`src/rtl/regfile_pkg.sv`:
```
// Shared definitions for the lab register file and its read-side scanner.
// Holds default bus widths and the scanner FSM state type.
package regfile_pkg;

    localparam int RF_AW = 8;
    localparam int RF_DW = 8;

    typedef enum logic [1:0] {
        IDLE    = 2'd0,
        REQ     = 2'd1,
        PRESENT = 2'd2,
        FINISH  = 2'd3
    } scan_state_e;

endpackage

```
`src/rtl/regfile_scan_reader_if.sv`:
```
// Address-tagged valid/ready output stream of the register-file scanner.
// master: drives out_valid/out_addr/out_data/out_last, receives out_ready.
interface regfile_scan_reader_if #(
    parameter int AW = 8,
    parameter int DW = 8
);

    logic          out_valid;
    logic          out_ready;
    logic [AW-1:0] out_addr;
    logic [DW-1:0] out_data;
    logic          out_last;

    modport master (
        output out_valid,
        output out_addr,
        output out_data,
        output out_last,
        input  out_ready
    );

    modport slave (
        input  out_valid,
        input  out_addr,
        input  out_data,
        input  out_last,
        output out_ready
    );

endinterface

```
`src/rtl/regfile_scan_reader_read_port.sv`:
```
// rf_read_port_ctrl: counts cycles the read port has been held and raises
// capture in the READ_LAT-th cycle. Ports: clk, rst, active (in REQ), capture.
module rf_read_port_ctrl #(
    parameter int READ_LAT = 1
) (
    input  logic clk,
    input  logic rst,
    input  logic active,
    output logic capture
);

    logic [2:0] wait_cnt;

    assign capture = active && (wait_cnt == 3'(READ_LAT - 1));

    // Counter restarts every time the port is released, so each
    // new request gets a full READ_LAT hold.
    always_ff @(posedge clk or posedge rst) begin
        if (rst) begin
            wait_cnt <= '0;
        end else if (!active || capture) begin
            wait_cnt <= '0;
        end else begin
            wait_cnt <= wait_cnt + 3'd1;
        end
    end

endmodule

```
`src/rtl/regfile_scan_reader.sv`:
```
// Walks a contiguous register-file address range through the read port and
// streams each value tagged with its address. Ports: clk, rst, start,
// first_addr, count, abort, rf_show/rf_addr/rf_data, out (stream), busy, done.
module regfile_scan_reader
    import regfile_pkg::*;
#(
    parameter int AW       = RF_AW,
    parameter int DW       = RF_DW,
    parameter int READ_LAT = 1
) (
    input  logic                  clk,
    input  logic                  rst,
    input  logic                  start,
    input  logic [AW-1:0]         first_addr,
    input  logic [AW:0]           count,
    input  logic                  abort,
    output logic                  rf_show,
    output logic [AW-1:0]         rf_addr,
    input  logic [DW-1:0]         rf_data,
    regfile_scan_reader_if.master out,
    output logic                  busy,
    output logic                  done
);

    scan_state_e   state;
    logic [AW:0]   remain;
    logic          capture;
    logic          o_valid;
    logic [AW-1:0] o_addr;
    logic [DW-1:0] o_data;
    logic          o_last;

    rf_read_port_ctrl #(
        .READ_LAT (READ_LAT)
    ) u_port (
        .clk     (clk),
        .rst     (rst),
        .active  (state == REQ),
        .capture (capture)
    );

    assign out.out_valid = o_valid;
    assign out.out_addr  = o_addr;
    assign out.out_data  = o_data;
    assign out.out_last  = o_last;
    assign busy          = (state != IDLE);

    always_ff @(posedge clk or posedge rst) begin
        if (rst) begin
            state   <= IDLE;
            remain  <= '0;
            rf_show <= 1'b0;
            rf_addr <= '0;
            o_valid <= 1'b0;
            o_addr  <= '0;
            o_data  <= '0;
            o_last  <= 1'b0;
            done    <= 1'b0;
        end else begin
            done <= 1'b0;
            unique case (state)
                IDLE: begin
                    if (start) begin
                        rf_addr <= first_addr;
                        remain  <= count;
                        if (count == '0) begin
                            state <= FINISH;
                        end else begin
                            state   <= REQ;
                            rf_show <= 1'b1;
                        end
                    end
                end
                REQ: begin
                    // abort outranks a capture landing on the same edge
                    if (abort) begin
                        state   <= IDLE;
                        rf_show <= 1'b0;
                    end else if (capture) begin
                        o_data  <= rf_data;
                        o_addr  <= rf_addr;
                        o_valid <= 1'b1;
                        o_last  <= (remain == (AW+1)'(1));
                        rf_show <= 1'b0;
                        state   <= PRESENT;
                    end
                end
                PRESENT: begin
                    if (abort) begin
                        o_valid <= 1'b0;
                        o_last  <= 1'b0;
                        state   <= IDLE;
                    end else if (out.out_ready) begin
                        o_valid <= 1'b0;
                        if (o_last) begin
                            state <= FINISH;
                        end else begin
                            rf_addr <= rf_addr + 1'b1;
                            remain  <= remain - 1'b1;
                            rf_show <= 1'b1;
                            state   <= REQ;
                        end
                    end
                end
                FINISH: begin
                    done   <= 1'b1;
                    o_last <= 1'b0;
                    state  <= IDLE;
                end
                default: state <= IDLE;
            endcase
        end
    end

endmodule

```
`src/flat_wrapper.sv`:
```
// flat-port wrapper written by rule: the top's interface ports become plain ports
module regfile_scan_reader_flat import regfile_pkg::*;
#(
    parameter int AW       = RF_AW,
    parameter int DW       = RF_DW,
    parameter int READ_LAT = 1
)
  (clk, rst, start, first_addr, count, abort, rf_show, rf_addr, rf_data, busy, done, out_out_valid, out_out_addr, out_out_data, out_out_last, out_out_ready);
  regfile_scan_reader_if #(.AW(AW), .DW(DW)) out_i ();
  input  logic clk;
  input  logic rst;
  input  logic start;
  input  logic [AW-1:0] first_addr;
  input  logic [AW:0] count;
  input  logic abort;
  output logic rf_show;
  output logic [AW-1:0] rf_addr;
  input  logic [DW-1:0] rf_data;
  output logic busy;
  output logic done;
  output wire logic [$bits(out_i.out_valid)-1:0] out_out_valid;
  output wire logic [$bits(out_i.out_addr)-1:0] out_out_addr;
  output wire logic [$bits(out_i.out_data)-1:0] out_out_data;
  output wire logic [$bits(out_i.out_last)-1:0] out_out_last;
  input wire logic [$bits(out_i.out_ready)-1:0] out_out_ready;
  assign out_out_valid = out_i.out_valid;
  assign out_out_addr = out_i.out_addr;
  assign out_out_data = out_i.out_data;
  assign out_out_last = out_i.out_last;
  assign out_i.out_ready = out_out_ready;
  regfile_scan_reader #(.AW(AW), .DW(DW), .READ_LAT(READ_LAT)) u_core (.clk(clk), .rst(rst), .start(start), .first_addr(first_addr), .count(count), .abort(abort), .rf_show(rf_show), .rf_addr(rf_addr), .rf_data(rf_data), .out(out_i), .busy(busy), .done(done));
endmodule
```
`config.mk`:
```
export PLATFORM = sky130hd
export DESIGN_NAME = regfile_scan_reader_flat
export DESIGN_NICKNAME = d
export VERILOG_FILES = /design/src/rtl/regfile_pkg.sv /design/src/rtl/regfile_scan_reader_if.sv /design/src/rtl/regfile_scan_reader_read_port.sv /design/src/rtl/regfile_scan_reader.sv /design/src/flat_wrapper.sv
export SDC_FILE = /design/constraint.sdc
export NUM_CORES = 1
export LEC_CHECK = 0
export CORE_ASPECT_RATIO = 0.8
export CORE_MARGIN = 2
export CORE_UTILIZATION = 52
export DETAILED_ROUTE_END_ITERATION = 12
export PLACE_DENSITY = 0.85
export SETUP_SLACK_MARGIN = 0.1
export SLEW_MARGIN = 40
export SYNTH_ARGS = -nofsm -noshare
export SYNTH_HDL_FRONTEND = slang
export SYNTH_SLANG_ARGS = --single-unit
```
`constraint.sdc`:
```
create_clock -name clk -period 2.9 [get_ports clk]
set_input_delay 0.725 -clock clk [delete_from_list [all_inputs] [get_ports clk]]
set_output_delay 0.725 -clock clk [all_outputs]
set_load 0.005 [all_outputs]
```
Word level (Yosys, flattened, before mapping)
Cells that the tools add are included. Widths: inputs -> output; s select.

Output and inout bits: 29. Input port bits: 30. Flip-flop bits (word level): 42.

Bitwise gates (word level): 1. Add/sub/neg operators: 3. Multiplexer cells: 37. Reductions and logical operators: 17. Eq/ne operators: 14.

Operator list (number): $mux 9 (4); $mux 8 (4); $pmux 9 s2 (1); $pmux 8 s2 (1); $mux 1 (15); $mux 2 (7); $ne 2x2->1 const B (7); $eq 9x1->1 const B (1); $logic_not 9->1 (1); $sub 9x1->9 const B (1); $add 8x1->8 const B (1); $pmux 2 s4 (1); $reduce_and 4->1 (2); $reduce_and 7->1 (1); $pmux 1 s3 (2); $reduce_and 3->1 (2); $reduce_bool 2->1 (3); $reduce_bool 3->1 (2); $reduce_and 5->1 (1); $eq 2x2->1 const B (2); $add 3x1->3 const B (1); $logic_not 3->1 (1); $mux 3 (1); $ne 3x2->1 const B (1); other kinds (9) (9).

Depth between registers and ports, before layout
Gate-level depths: netlist of run 1.

Word-level depth: 5. Gate-level depth with buffers: 6.

Cells and area by module
Synthesis of run 1 repeated with hierarchy kept, for this count alone.

Cell total of the unflattened synthesis: 216. Area total of the unflattened synthesis: 2204.6 µm².

Modules (own cells, without submodules): regfile_scan_reader (area each 2039.5 µm², instances 1, cells an instance 200); rf_read_port_ctrl (area each 165.2 µm², instances 1, cells an instance 16).

Worst setup path after synthesis of run 1
OpenSTA, ideal clock, no wires.

Path type: input to register. From: input port abort. To: register u_core.o_data[0] (netlist: u_core.out.out_data[0]). Arrival time: 1.742 ns. Data required time: 2.775 ns. Path slack: 1.033 ns. Stages on the path: 4. Cells stage by stage: buf_2 nor3_4 buf_6 mux2_2.

Longest elaborated chain between the ends: 2.

RTL lines: from (decl) (line flat_wrapper.sv:15) `input logic abort;`; $not 1->1 (no source line); $reduce_and 3->1 (no source line); to (signal assigned) (line regfile_scan_reader.sv:80) `o_data <= rf_data;`; to (decl) (line regfile_scan_reader.sv:30) `logic [DW-1:0] o_data;`.

No other way between the ends. A chain may end at the register's enable or synchronous reset.

Worst setup path after layout of run 1
From: register u_core.state[0]. To: output port busy.

Longest elaborated chain between the ends: 1.

RTL lines: from (decl) (line regfile_scan_reader.sv:25) `scan_state_e state;`; from (signal assigned) (line regfile_scan_reader.sv:50) `state <= IDLE;`; from (signal assigned) (line regfile_scan_reader.sv:67) `state <= FINISH;`; from (signal assigned) (line regfile_scan_reader.sv:69) `state <= REQ;`; $reduce_bool 2->1 (line regfile_scan_reader.sv:46) `assign busy = (state != IDLE);`; to (decl) (line flat_wrapper.sv:19) `output logic busy;`.

No other way between the ends.

==> results of run 1 <==
-- critical path, stage by stage (launching register included) --
cell	delay, ps
sky130_fd_sc_hd__dfrtp_1	570
sky130_fd_sc_hd__or2_2	380
sky130_fd_sc_hd__clkdlybuf4s50_1	460
-- how the worst max path moves through the flow --
stage,start,end,cells after the start
4_1_cts,u_core.state[0],busy,2
6_report,u_core.state[0],busy,2
3_5_place_dp,out_out_ready,u_core.rf_addr[0],6
2_1_floorplan,abort,u_core.out.out_data[0],4
3_3_place_gp,out_out_ready,u_core.rf_addr[0],6
5_1_grt,u_core.state[0],busy,2
-- kinds of logic after synthesis --
group                      after synthesis  share of synthesized area
muxes                                   18                    0.09232
DFF                                     42                     0.4847
and+or+nand+nor                         63                     0.1673
buffers and inverters                   19                    0.04097
AOI/OAI and AO/OA                       64                     0.1858
adders and majority gates                5                    0.02885
-- Yosys cell counts, types with 3 or more instances --
cell type / n / area share
sky130_fd_sc_hd__inv_1: 7 / 0.012
sky130_fd_sc_hd__dfrtp_1: 42 / 0.48
sky130_fd_sc_hd__clkbuf_1: 5 / 0.0087
sky130_fd_sc_hd__nand2b_1: 4 / 0.012
sky130_fd_sc_hd__nor2_1: 12 / 0.021
sky130_fd_sc_hd__mux2_2: 16 / 0.083
sky130_fd_sc_hd__o21ai_0: 16 / 0.037
sky130_fd_sc_hd__o22ai_1: 9 / 0.026
sky130_fd_sc_hd__nand3_1: 6 / 0.014
sky130_fd_sc_hd__nor4_1: 4 / 0.012
sky130_fd_sc_hd__buf_2: 4 / 0.0092
sky130_fd_sc_hd__nand4_1: 3 / 0.0087
sky130_fd_sc_hd__a21oi_1: 23 / 0.053
sky130_fd_sc_hd__nand2_1: 14 / 0.024
sky130_fd_sc_hd__ha_1: 5 / 0.029
sky130_fd_sc_hd__or2_2: 3 / 0.0087
-- through the flow --
step | cells | instance area (um^2) | worst slack, ps | hold WS [ps] | total power [W]
final | 325 | 2884 | 463.4 | 506.9 | 0.002066
after global routing | 325 | 2884 | 396.7 | 527.1 | 0.002194
after CTS | 325 | 2884 | 464.0 | 510.1 | 0.002072
after detailed placement | 317 | 2793 | 403.0 | 491.9 | 0.001684
after global placement | 317 | 2793 | 519.1 | 475.9 | 0.001653
after floorplan | 211 | 2168 | 1033 | 487.4 | 0.001258
-- flip-flops by register name (all words and copies together) (netlist names), 2 cells and up --
| name | count |
|---|---|
| u_core.out.out_data | 8 |
| u_core.rf_addr | 8 |
| u_core.state | 2 |
| u_core.u_port.wait_cnt | 3 |
| u_core.remain | 9 |
| u_core.out.out_addr | 8 |
-- where the power goes --
part | switching (W) | leakage [nW] | internal, W
Sequential | 0.000181 | 0.491 | 0.000760
Clock | 0.000198 | 0.0482 | 0.000192
Combinational | 0.000274 | 0.598 | 0.000460
Total | 0.000653 | 1.14 | 0.00141
-- final cells by class --
cell class | instances | area [um^2]
flip-flops and latches | 42 | 1051
multi-input cells | 150 | 1028
fillers | 309 | 1020
repair buffers | 63 | 618.1
clock buffers | 7 | 86.33
well taps | 55 | 68.82
inverters | 7 | 26.28
clock inverters | 1 | 5.005
-- layer usage --
layer / wire (um) / vias up / GRT usage
li1: - / 890 / -
met1: 2337 / 897 / 0.3154
met2: 2490 / 66 / 0.3852
met3: 306 / 8 / 0.05202
met4: 60 / 0 / 0.07792
met5: 0 / - / 0
==> summary.md, run 1 <==
* **maximum number of pins on one net before global-route repair** 43
* **post-synthesis instance total** 211
* **number of placement rows** 20
* **worst endpoint required time** 2170 ps
* **count of final hold-check violations** 0
* **Max Freq** 410.4 MHz
* **number of iterations in the first detailed-routing pass** 4
* **I/O pins** 59
* **shortest period the worst path allows** 2437 ps
* **number of pins exceeding their max-slew limit in the final report** 0
* **total nets after synthesis** 246
* **number of max-cap violations** 0
* **Initial DRC Count** 175
* **final-layout setup total negative slack** 0 ps
* **Final Core Density** 0.7388
* **Worst Setup Path Type** register to output pin
* **synthesized area per cell** 10.28 um^2
* **worst reg2reg endpoint** u_core.rf_addr[0]
* **Routed WL** 5194 um
* **die span in x** 76.20 um
* **depth of the most critical reg-to-reg path** 6
* **vias post-DR** 1861
* **number of buffers inserted by post-CTS setup repair** 0
* **largest voltage drop on the vdd net** 0.5162 mV
* **vias in the first global route** 1783
* **initial core utilization** 0.5554
* **die extent in y** 61.76 um
* **Detailed Place HPWL** 3728 um
* **sink count of the clock tree** 42
* **Post-synth EDFFs** 0
* **synth warn** 0
* **number of antenna violations at the first check in global routing** 0
* **Clk Latency, worst-skew pair** 300 ps
* **TritonCTS Buffers** 5
* **Nets** 304
* **pwr/cell area** 716.4 mW/mm^2
* **area of the core region** 0.003904 mm^2
* **leakage power** 1.137 nW
* **wire length of the first global-routing pass** 8431 um
* **worst slew margin relative to its limit** 0.5822
* **post-synthesis cell type count** 44
* **r2r startpoint** u_core.state[1]
* **clock root buffer master** sky130_fd_sc_hd__clkbuf_8
* **last weighted congestion value of the routability-driven placer** 0.8300
* **most frequent cells in the layout** 58 x sky130_fd_sc_hd__clkdlybuf4s50_1, 42 x sky130_fd_sc_hd__dfrtp_1, 23 x sky130_fd_sc_hd__a21oi_1, 16 x sky130_fd_sc_hd__mux2_2, 16 x sky130_fd_sc_hd__o21ai_0
* **status** complete, no violations
* **total number of H-tree levels** 2
* **area overhead of the layout relative to synthesis** 33.01%
* **type of element launching the critical path** register
* **setup repair after global routing missed its margin** no
* **TritonCTS clock tree** yes
* **Yosys reg bits** 42
* **pin slew with the least headroom to its limit** 625.4 ps
* **Min-Delay Path Class** register to register
* **count of input and output buffers** 58
* **Synth Cell Area** 0.002168 mm^2
* **proportion of layout cells with a drive suffix above 1** 0.1407
* **most frequent standard cell in the layout excluding fill and tap cells** sky130_fd_sc_hd__clkdlybuf4s50_1
* **antenna-violating nets left** 0
* **clock tree buffer depth** 2
* **clock slew seen by the registers of the worst setup and hold paths** 80 ps
* **remaining design rule violation count** 0
* **area of the die** 0.004705 mm^2
* **start point of the worst hold path** u_core.out.out_valid
* **vias per std cell** 5.726
* **average detailed-routed wire length per instance** 15.98 um
* **global route overflow** 0
* **portion of the clock cycle consumed by the worst path in the final layout** 0.8402
* **CP max FO** 14
* **prevailing post-synth register cell** sky130_fd_sc_hd__dfrtp_1
* **Register-to-Register Setup Slack** 950 ps
* **worst path arrival time** 1710 ps
* **category of the worst setup path capture point** output pin
* **Hold Path Cell Cnt** 1
* **total setup violations reported at the end of the flow** 0
* **Hold Path Sink** u_core.out.out_valid
* **number of diodes added for antenna fixing** 0
* **hold-fix buffers at CTS** 0
* **# resized after CTS** 0
* **share of synthesized registers carrying an async set or reset** 1.000
* **total routing usage reported by global routing** 0.2326
* **Setup Skew** 8.983 ps
* **post-synthesis sequential area ratio** 0.4847
Note: power is estimated with default switching activity, not from simulation.
==> inputs of run 2 (changes only) <==
--- a/config.mk
+++ b/config.mk
@@ -7,9 +7,9 @@
 export LEC_CHECK = 0
 export CORE_ASPECT_RATIO = 0.8
 export CORE_MARGIN = 2
-export CORE_UTILIZATION = 52
+export CORE_UTILIZATION = 43
 export DETAILED_ROUTE_END_ITERATION = 12
-export PLACE_DENSITY = 0.85
+export PLACE_DENSITY = 0.75
 export SETUP_SLACK_MARGIN = 0.1
 export SLEW_MARGIN = 40
 export SYNTH_ARGS = -nofsm -noshare
==> constraint.sdc (replaced) <==
create_clock -name clk -period 2.05 [get_ports clk]
set_input_delay 0.5125 -clock clk [delete_from_list [all_inputs] [get_ports clk]]
set_output_delay 0.5125 -clock clk [all_outputs]
set_load 0.005 [all_outputs]
==> run 2 against run 1 <==
  * Sequential power grew 40%
  * Register-to-register slack lost 640 ps
  * Critical path type unchanged
  * Worst setup slack lost 250 ps
  * Non-clock buffer count grew 7
  * Combinational power grew 46%
  * Clock skew shrank 5.1 ps
  * Global-route usage shrank 4.7 points
  * Design area grew 4.0%
  * Power grew 47%
  * Cell count grew 4.3%
  * Clock power grew 64%
==> summary.md, run 2 (same netlist as run 1, synthesis figures left out) <==
* **status** complete, no violations
* **wire length of the first global-routing pass** 8176 um
* **cell breakdown of the critical path** clkdlybuf4s50_1
* **Nets** 311
* **sink count of the clock tree** 42
* **Setup Skew** 3.899 ps
* **category of the worst setup path capture point** output pin
* **number of buffers inserted by post-CTS setup repair** 0
* **TritonCTS clock tree** yes
* **clock tree buffer depth** 2
* **pwr/cell area** 1009 mW/mm^2
* **number of iterations in the first detailed-routing pass** 4
* **register bank with the most flops** u_core.remain
* **critical path's slowest cell** sky130_fd_sc_hd__clkdlybuf4s50_1
* **Hold Path Sink** u_core.out.out_valid
* **Register-to-Register Setup Slack** 310 ps
* **Top Family by Delay on Critical Path** buffers and inverters
* **shortest period the worst path allows** 1839 ps
* **r2r startpoint** u_core.u_port.wait_cnt[0]
* **area of the die** 0.005630 mm^2
* **start point of the worst hold path** u_core.out.out_valid
* **Hold Path Cell Cnt** 1
* **count of final hold-check violations** 0
* **die span in x** 83.40 um
* **most frequent standard cell in the layout excluding fill and tap cells** sky130_fd_sc_hd__clkdlybuf4s50_1
* **last weighted congestion value of the routability-driven placer** 0.8961
* **global route overflow** 0
* **worst path arrival time** 1330 ps
* **depth of the most critical reg-to-reg path** 6
* **number of antenna violations at the first check in global routing** 0
* **proportion of layout cells with a drive suffix above 1** 0.1661
* **antenna-violating nets left** 0
* **most frequent cells in the layout** 57 x sky130_fd_sc_hd__clkdlybuf4s50_1, 42 x sky130_fd_sc_hd__dfrtp_1, 23 x sky130_fd_sc_hd__a21oi_1, 16 x sky130_fd_sc_hd__mux2_2, 16 x sky130_fd_sc_hd__o21ai_0
* **Initial DRC Count** 166
* **worst path setup slack after routing** 211.2 ps
* **total setup violations reported at the end of the flow** 0
* **final-layout setup total negative slack** 0 ps
* **clock slew seen by the registers of the worst setup and hold paths** 80 ps
* **number of max-cap violations** 0
* **logic depth of the worst setup path including buffers** 1
* **CP max FO** 9
* **# placed instances** 331
* **CP max stage delay** 550 ps
* **initial core utilization** 0.4406
* **die extent in y** 67.52 um
* **Detailed Place HPWL** 3791 um
* **total routing usage reported by global routing** 0.1859
* **number of diodes added for antenna fixing** 0
* **Clk Latency, worst-skew pair** 290 ps
* **average detailed-routed wire length per instance** 14.89 um
* **I/O pins** 59
* **setup repair after global routing missed its margin** no
* **type of element launching the critical path** register
* **leakage power** 1.196 nW
* **area of the core region** 0.004921 mm^2
* **vias per std cell** 5.490
* **worst reg2reg endpoint** u_core.out.out_data[4]
* **Routed WL** 5048 um
* **TritonCTS Buffers** 5
* **maximum number of pins on one net before global-route repair** 43
* **pin slew with the least headroom to its limit** 434.3 ps
* **Min-Delay Path Class** register to register
* **count of input and output buffers** 58
* **number of filler instances in the final layout** 425
* **portion of the clock cycle consumed by the worst path in the final layout** 0.8970
* **vias post-DR** 1861
* **largest voltage drop on the vdd net** 0.5448 mV
* **max reg flops** 9
* **Layout Cells excl Fill** 339
* **number of placement rows** 23
* **Max Freq** 543.8 MHz
* **post-placement setup slack** 16.80 ps
* **# resized after CTS** 1
* **Worst Setup Path Type** register to output pin
* **remaining design rule violation count** 0
* **clock root buffer master** sky130_fd_sc_hd__clkbuf_8
* **Buf/Inv on CP** 1
* **worst endpoint required time** 1540 ps
* **number of pins exceeding their max-slew limit in the final report** 0
* **total number of H-tree levels** 2
* **vias in the first global route** 1677
* **worst slew margin relative to its limit** 0.7098
* **area overhead of the layout relative to synthesis** 38.32%
* **hold-fix buffers at CTS** 0
==> run 2: changes by cell type in the layout (fill, tap and decap cells not counted), sizes merged <==
cell           change
clkinv             +1
clkdlybuf4s50      -1
dlygate4sd2        +1
buf                +7
bufinv             +1
clkbuf             -2
==> run 2: final cells by class <==
class | instances | area, um^2 | area share
Tap cell | 62 | 77.57 | 0.02587
Inverter | 7 | 26.28 | 0.008761
Clock inverter | 3 | 40.04 | 0.01335
Sequential cell | 42 | 1051 | 0.3504
Multi-Input combinational cell | 150 | 1028 | 0.3429
Clock buffer | 5 | 68.82 | 0.02295
Timing Repair Buffer | 70 | 706.9 | 0.2357
==> run 2: metal layers <==
metal / vias to the layer above / wire length, um / global-route usage
met5: - / 0 / 0
met1: 889 / 2440 / 0.2630
met2: 60 / 2288 / 0.2913
li1: 905 / - / -
met4: 0 / 49 / 0.04918
met3: 7 / 269 / 0.04279
==> run 2: metrics by stage <==
| stage | util | total power (W) | cell area (um^2) | hold WS [ps] |
|---|---|---|---|---|
| 3_5_place_dp | 0.5876 | 0.002408 | 2892 | 481.4 |
| 2_1_floorplan | - | 0.001779 | 2168 | 487.4 |
| 6_report | 0.6095 | 0.003027 | 2999 | 495.1 |
| 3_3_place_gp | 0.5876 | 0.002381 | 2892 | 472.9 |
| 4_1_cts | 0.6095 | 0.003053 | 2999 | 500.0 |
| 5_1_grt | 0.6095 | 0.003226 | 2999 | 533.3 |
==> run 2: worst max-delay path by stage <==
stage	from	endpoint
floorplan	u_core.u_port.wait_cnt[0]	u_core.out.out_data[0]
global placement	abort	u_core.out.out_data[0]
detailed placement	abort	u_core.remain[0]
CTS	u_core.rf_addr[3]	rf_addr[3]
global route	u_core.rf_addr[3]	rf_addr[3]
finish	u_core.rf_addr[3]	rf_addr[3]
==> run 2: power by group <==
group | switching, W | leakage [nW] | internal, W | total (W)
Sequential | 0.000242 | 0.491 | 0.00108 | 0.00132
Clock | 0.000280 | 0.0579 | 0.000358 | 0.000639
Combinational | 0.000393 | 0.647 | 0.000678 | 0.00107
==> inputs of run 3 (changes only) <==
--- a/config.mk
+++ b/config.mk
@@ -7,10 +7,10 @@
 export LEC_CHECK = 0
 export CORE_ASPECT_RATIO = 0.8
 export CORE_MARGIN = 2
-export CORE_UTILIZATION = 43
+export CORE_UTILIZATION = 45
+export CTS_BUF_LIST = sky130_fd_sc_hd__clkbuf_4
 export DETAILED_ROUTE_END_ITERATION = 12
-export PLACE_DENSITY = 0.75
-export SETUP_SLACK_MARGIN = 0.1
+export PLACE_DENSITY = 0.78
 export SLEW_MARGIN = 40
 export SYNTH_ARGS = -nofsm -noshare
 export SYNTH_HDL_FRONTEND = slang
==> run 3 against run 2 <==
  * Fmax shrank 4.9%
  * Design area shrank 1.8%
  * Combinational power is essentially flat
  * Highest routed layer unchanged
  * Clock skew grew 15 ps
  * Die area shrank 4.2%
  * Hold slack lost 2.1 ps
  * Sequential share of layout area grew 0.64 points
  * Count of clock-buffer cells in the layout is the same
  * Via count grew 1.1%
  * Sequential cell count is the same
  * First-iteration DRC count grew 13%
  * Wire length grew 6.5%
==> summary.md, run 3 (same netlist as run 1, synthesis figures left out) <==
* **area occupied by multi-input gates** 0.001028 mm^2
* **category of the worst setup path capture point** output pin
* **count of input and output buffers** 58
* **Clk Latency, worst-skew pair** 370 ps
* **Layout Cells excl Fill** 337
* **vias post-DR** 1882
* **critical path's slowest cell** sky130_fd_sc_hd__clkdlybuf4s50_1
* **status** complete, no violations
* **number of pins exceeding their max-slew limit in the final report** 0
* **clock tree buffer depth** 2
* **total routing usage reported by global routing** 0.2251
* **area of the core region** 0.004624 mm^2
* **number of filler instances in the final layout** 393
* **Detailed Place HPWL** 3885 um
* **TritonCTS Buffers** 5
* **Initial DRC Count** 187
* **Top Family by Delay on Critical Path** buffers and inverters
* **Worst Setup Path Type** register to output pin
* **cell breakdown of the critical path** clkdlybuf4s50_1
* **die extent in y** 66.09 um
* **worst slew margin relative to its limit** 0.5554
* **global route overflow** 0
* **Max Freq** 517.3 MHz
* **average detailed-routed wire length per instance** 15.96 um
* **leakage power** 1.179 nW
* **Buf/Inv on CP** 1
* **hold-fix buffers at CTS** 0
* **die span in x** 81.61 um
* **shortest period the worst path allows** 1933 ps
* **area of all sequential standard cells** 0.001051 mm^2
* **clock root buffer master** sky130_fd_sc_hd__clkbuf_4
* **Nets** 311
* **logic depth of the worst setup path including buffers** 1
* **area of the die** 0.005393 mm^2
* **most frequent standard cell in the layout excluding fill and tap cells** sky130_fd_sc_hd__clkdlybuf4s50_1
* **vias in the first global route** 1859
* **number of antenna violations at the first check in global routing** 0
* **number of max-cap violations** 0
* **setup repair after global routing missed its margin** no
* **portion of the clock cycle consumed by the worst path in the final layout** 0.9430
* **sink count of the clock tree** 42
* **pin slew with the least headroom to its limit** 665.5 ps
* **Min-Delay Path Class** primary input to asynchronous set/reset pin
* **initial core utilization** 0.4689
* **clock slew seen by the registers of the worst setup and hold paths** 140 ps
* **most frequent cells in the layout** 57 x sky130_fd_sc_hd__clkdlybuf4s50_1, 42 x sky130_fd_sc_hd__dfrtp_1, 23 x sky130_fd_sc_hd__a21oi_1, 16 x sky130_fd_sc_hd__mux2_2, 16 x sky130_fd_sc_hd__o21ai_0
* **largest voltage drop on the vdd net** 0.7210 mV
* **worst endpoint required time** 1540 ps
* **vias per std cell** 5.585
* **number of diodes added for antenna fixing** 0
* **number of iterations in the first detailed-routing pass** 4
* **total setup violations reported at the end of the flow** 0
* **# placed instances** 328
* **maximum number of pins on one net before global-route repair** 43
* **Routed WL** 5377 um
* **last weighted congestion value of the routability-driven placer** 0.8518
* **worst path arrival time** 1420 ps
* **antenna-violating nets left** 0
* **count of final hold-check violations** 0
* **I/O pins** 59
* **depth of the most critical reg-to-reg path** 6
* **wire length of the first global-routing pass** 9011 um
* **pwr/cell area** 955.9 mW/mm^2
* **Setup Skew** 18.98 ps
* **register bank with the most flops** u_core.remain
* **max reg flops** 9
* **proportion of layout cells with a drive suffix above 1** 0.1625
* **Final Core Density** 0.6369
* **CP max stage delay** 560 ps
* **number of placement rows** 22
* **total number of H-tree levels** 2
* **area overhead of the layout relative to synthesis** 35.83%
* **remaining design rule violation count** 0
* **TritonCTS clock tree** yes
* **type of element launching the critical path** register
* **CP max FO** 8
run 3: cell types whose count changed in the layout (fill, tap and decap cells not counted):
cell | before | now
sky130_fd_sc_hd__clkbuf_4 | 0 | 5
sky130_fd_sc_hd__clkbuf_8 | 5 | 0
sky130_fd_sc_hd__bufinv_16 | 1 | 0
sky130_fd_sc_hd__clkinv_2 | 2 | 1
sky130_fd_sc_hd__clkinvlp_4 | 0 | 1
sky130_fd_sc_hd__dlygate4sd2_1 | 1 | 0
sky130_fd_sc_hd__dlymetal6s2s_1 | 0 | 1
sky130_fd_sc_hd__inv_1 | 6 | 7
run 3: worst paths after layout:
| check | startpoint | to | slack [ps] |
|---|---|---|---|
| setup / recovery | u_core.rf_addr[2] | rf_addr[2] | 120 |
| hold / removal | rst | u_core.rf_addr[0] | 490 |
| setup reg to reg | u_core.state[1] | u_core.remain[2] | 170 |
| hold reg to reg | u_core.out.out_valid | u_core.out.out_valid | 510 |
| max in group asynchronous | rst | u_core.out.out_addr[6] | 1350 |
| min in group clk | u_core.out.out_valid | u_core.out.out_valid | 510 |
run 3: metrics by stage:
| stage | hold slack (ps) | instance area (um^2) | power (W) | worst slack, ps | TNS, ps |
|---|---|---|---|---|---|
| after global placement | 477.7 | 2882 | 0.002389 | 21.42 | 0 |
| after CTS | 500.2 | 2935 | 0.002838 | 14.76 | 0 |
| after global routing | 506.7 | 2945 | 0.003028 | 4.092 | 0 |
| after floorplan | 487.4 | 2168 | 0.001779 | 320.9 | 0 |
| after detailed placement | 479.2 | 2882 | 0.002423 | -5.880 | -5.880 |
| final | 493.1 | 2945 | 0.002815 | 116.9 | 0 |
run 3: where the power goes:
| group | leakage [nW] | internal, W | switching (W) | total [W] |
|---|---|---|---|---|
| Sequential | 0.491 | 0.00107 | 0.000245 | 0.00132 |
| Clock | 0.0286 | 0.000128 | 0.000281 | 0.000409 |
| Combinational | 0.659 | 0.000681 | 0.000407 | 0.00109 |
run 3: layout make-up:
cell class / instances / share of cell area
clock buffer: 5 / 0.01274
clock inverter: 3 / 0.005523
inverter: 7 / 0.008921
multi-input combinational: 150 / 0.3492
sequential: 42 / 0.3568
tap: 60 / 0.02549
timing repair buffer: 70 / 0.2413
run 3: what timing repair did:
item	in CTS	in global routing
gates resized for setup	0	1
buffers inserted	0	1
endpoints found under the setup margin	0	1
run 3: routing by layer:
layer  vias up  wire [um]  global-route usage
met5         -          0                   0
met4         0        116             0.08125
met3        12        503             0.08060
met2        85       2380              0.3309
met1       882       2376              0.3058
li1        903          -                   -
run 3: tightest hold or removal path: stages:
cell	delay, ps
sky130_fd_sc_hd__clkdlybuf4s50_1	400
sky130_fd_sc_hd__inv_1	90
sky130_fd_sc_hd__buf_12	240
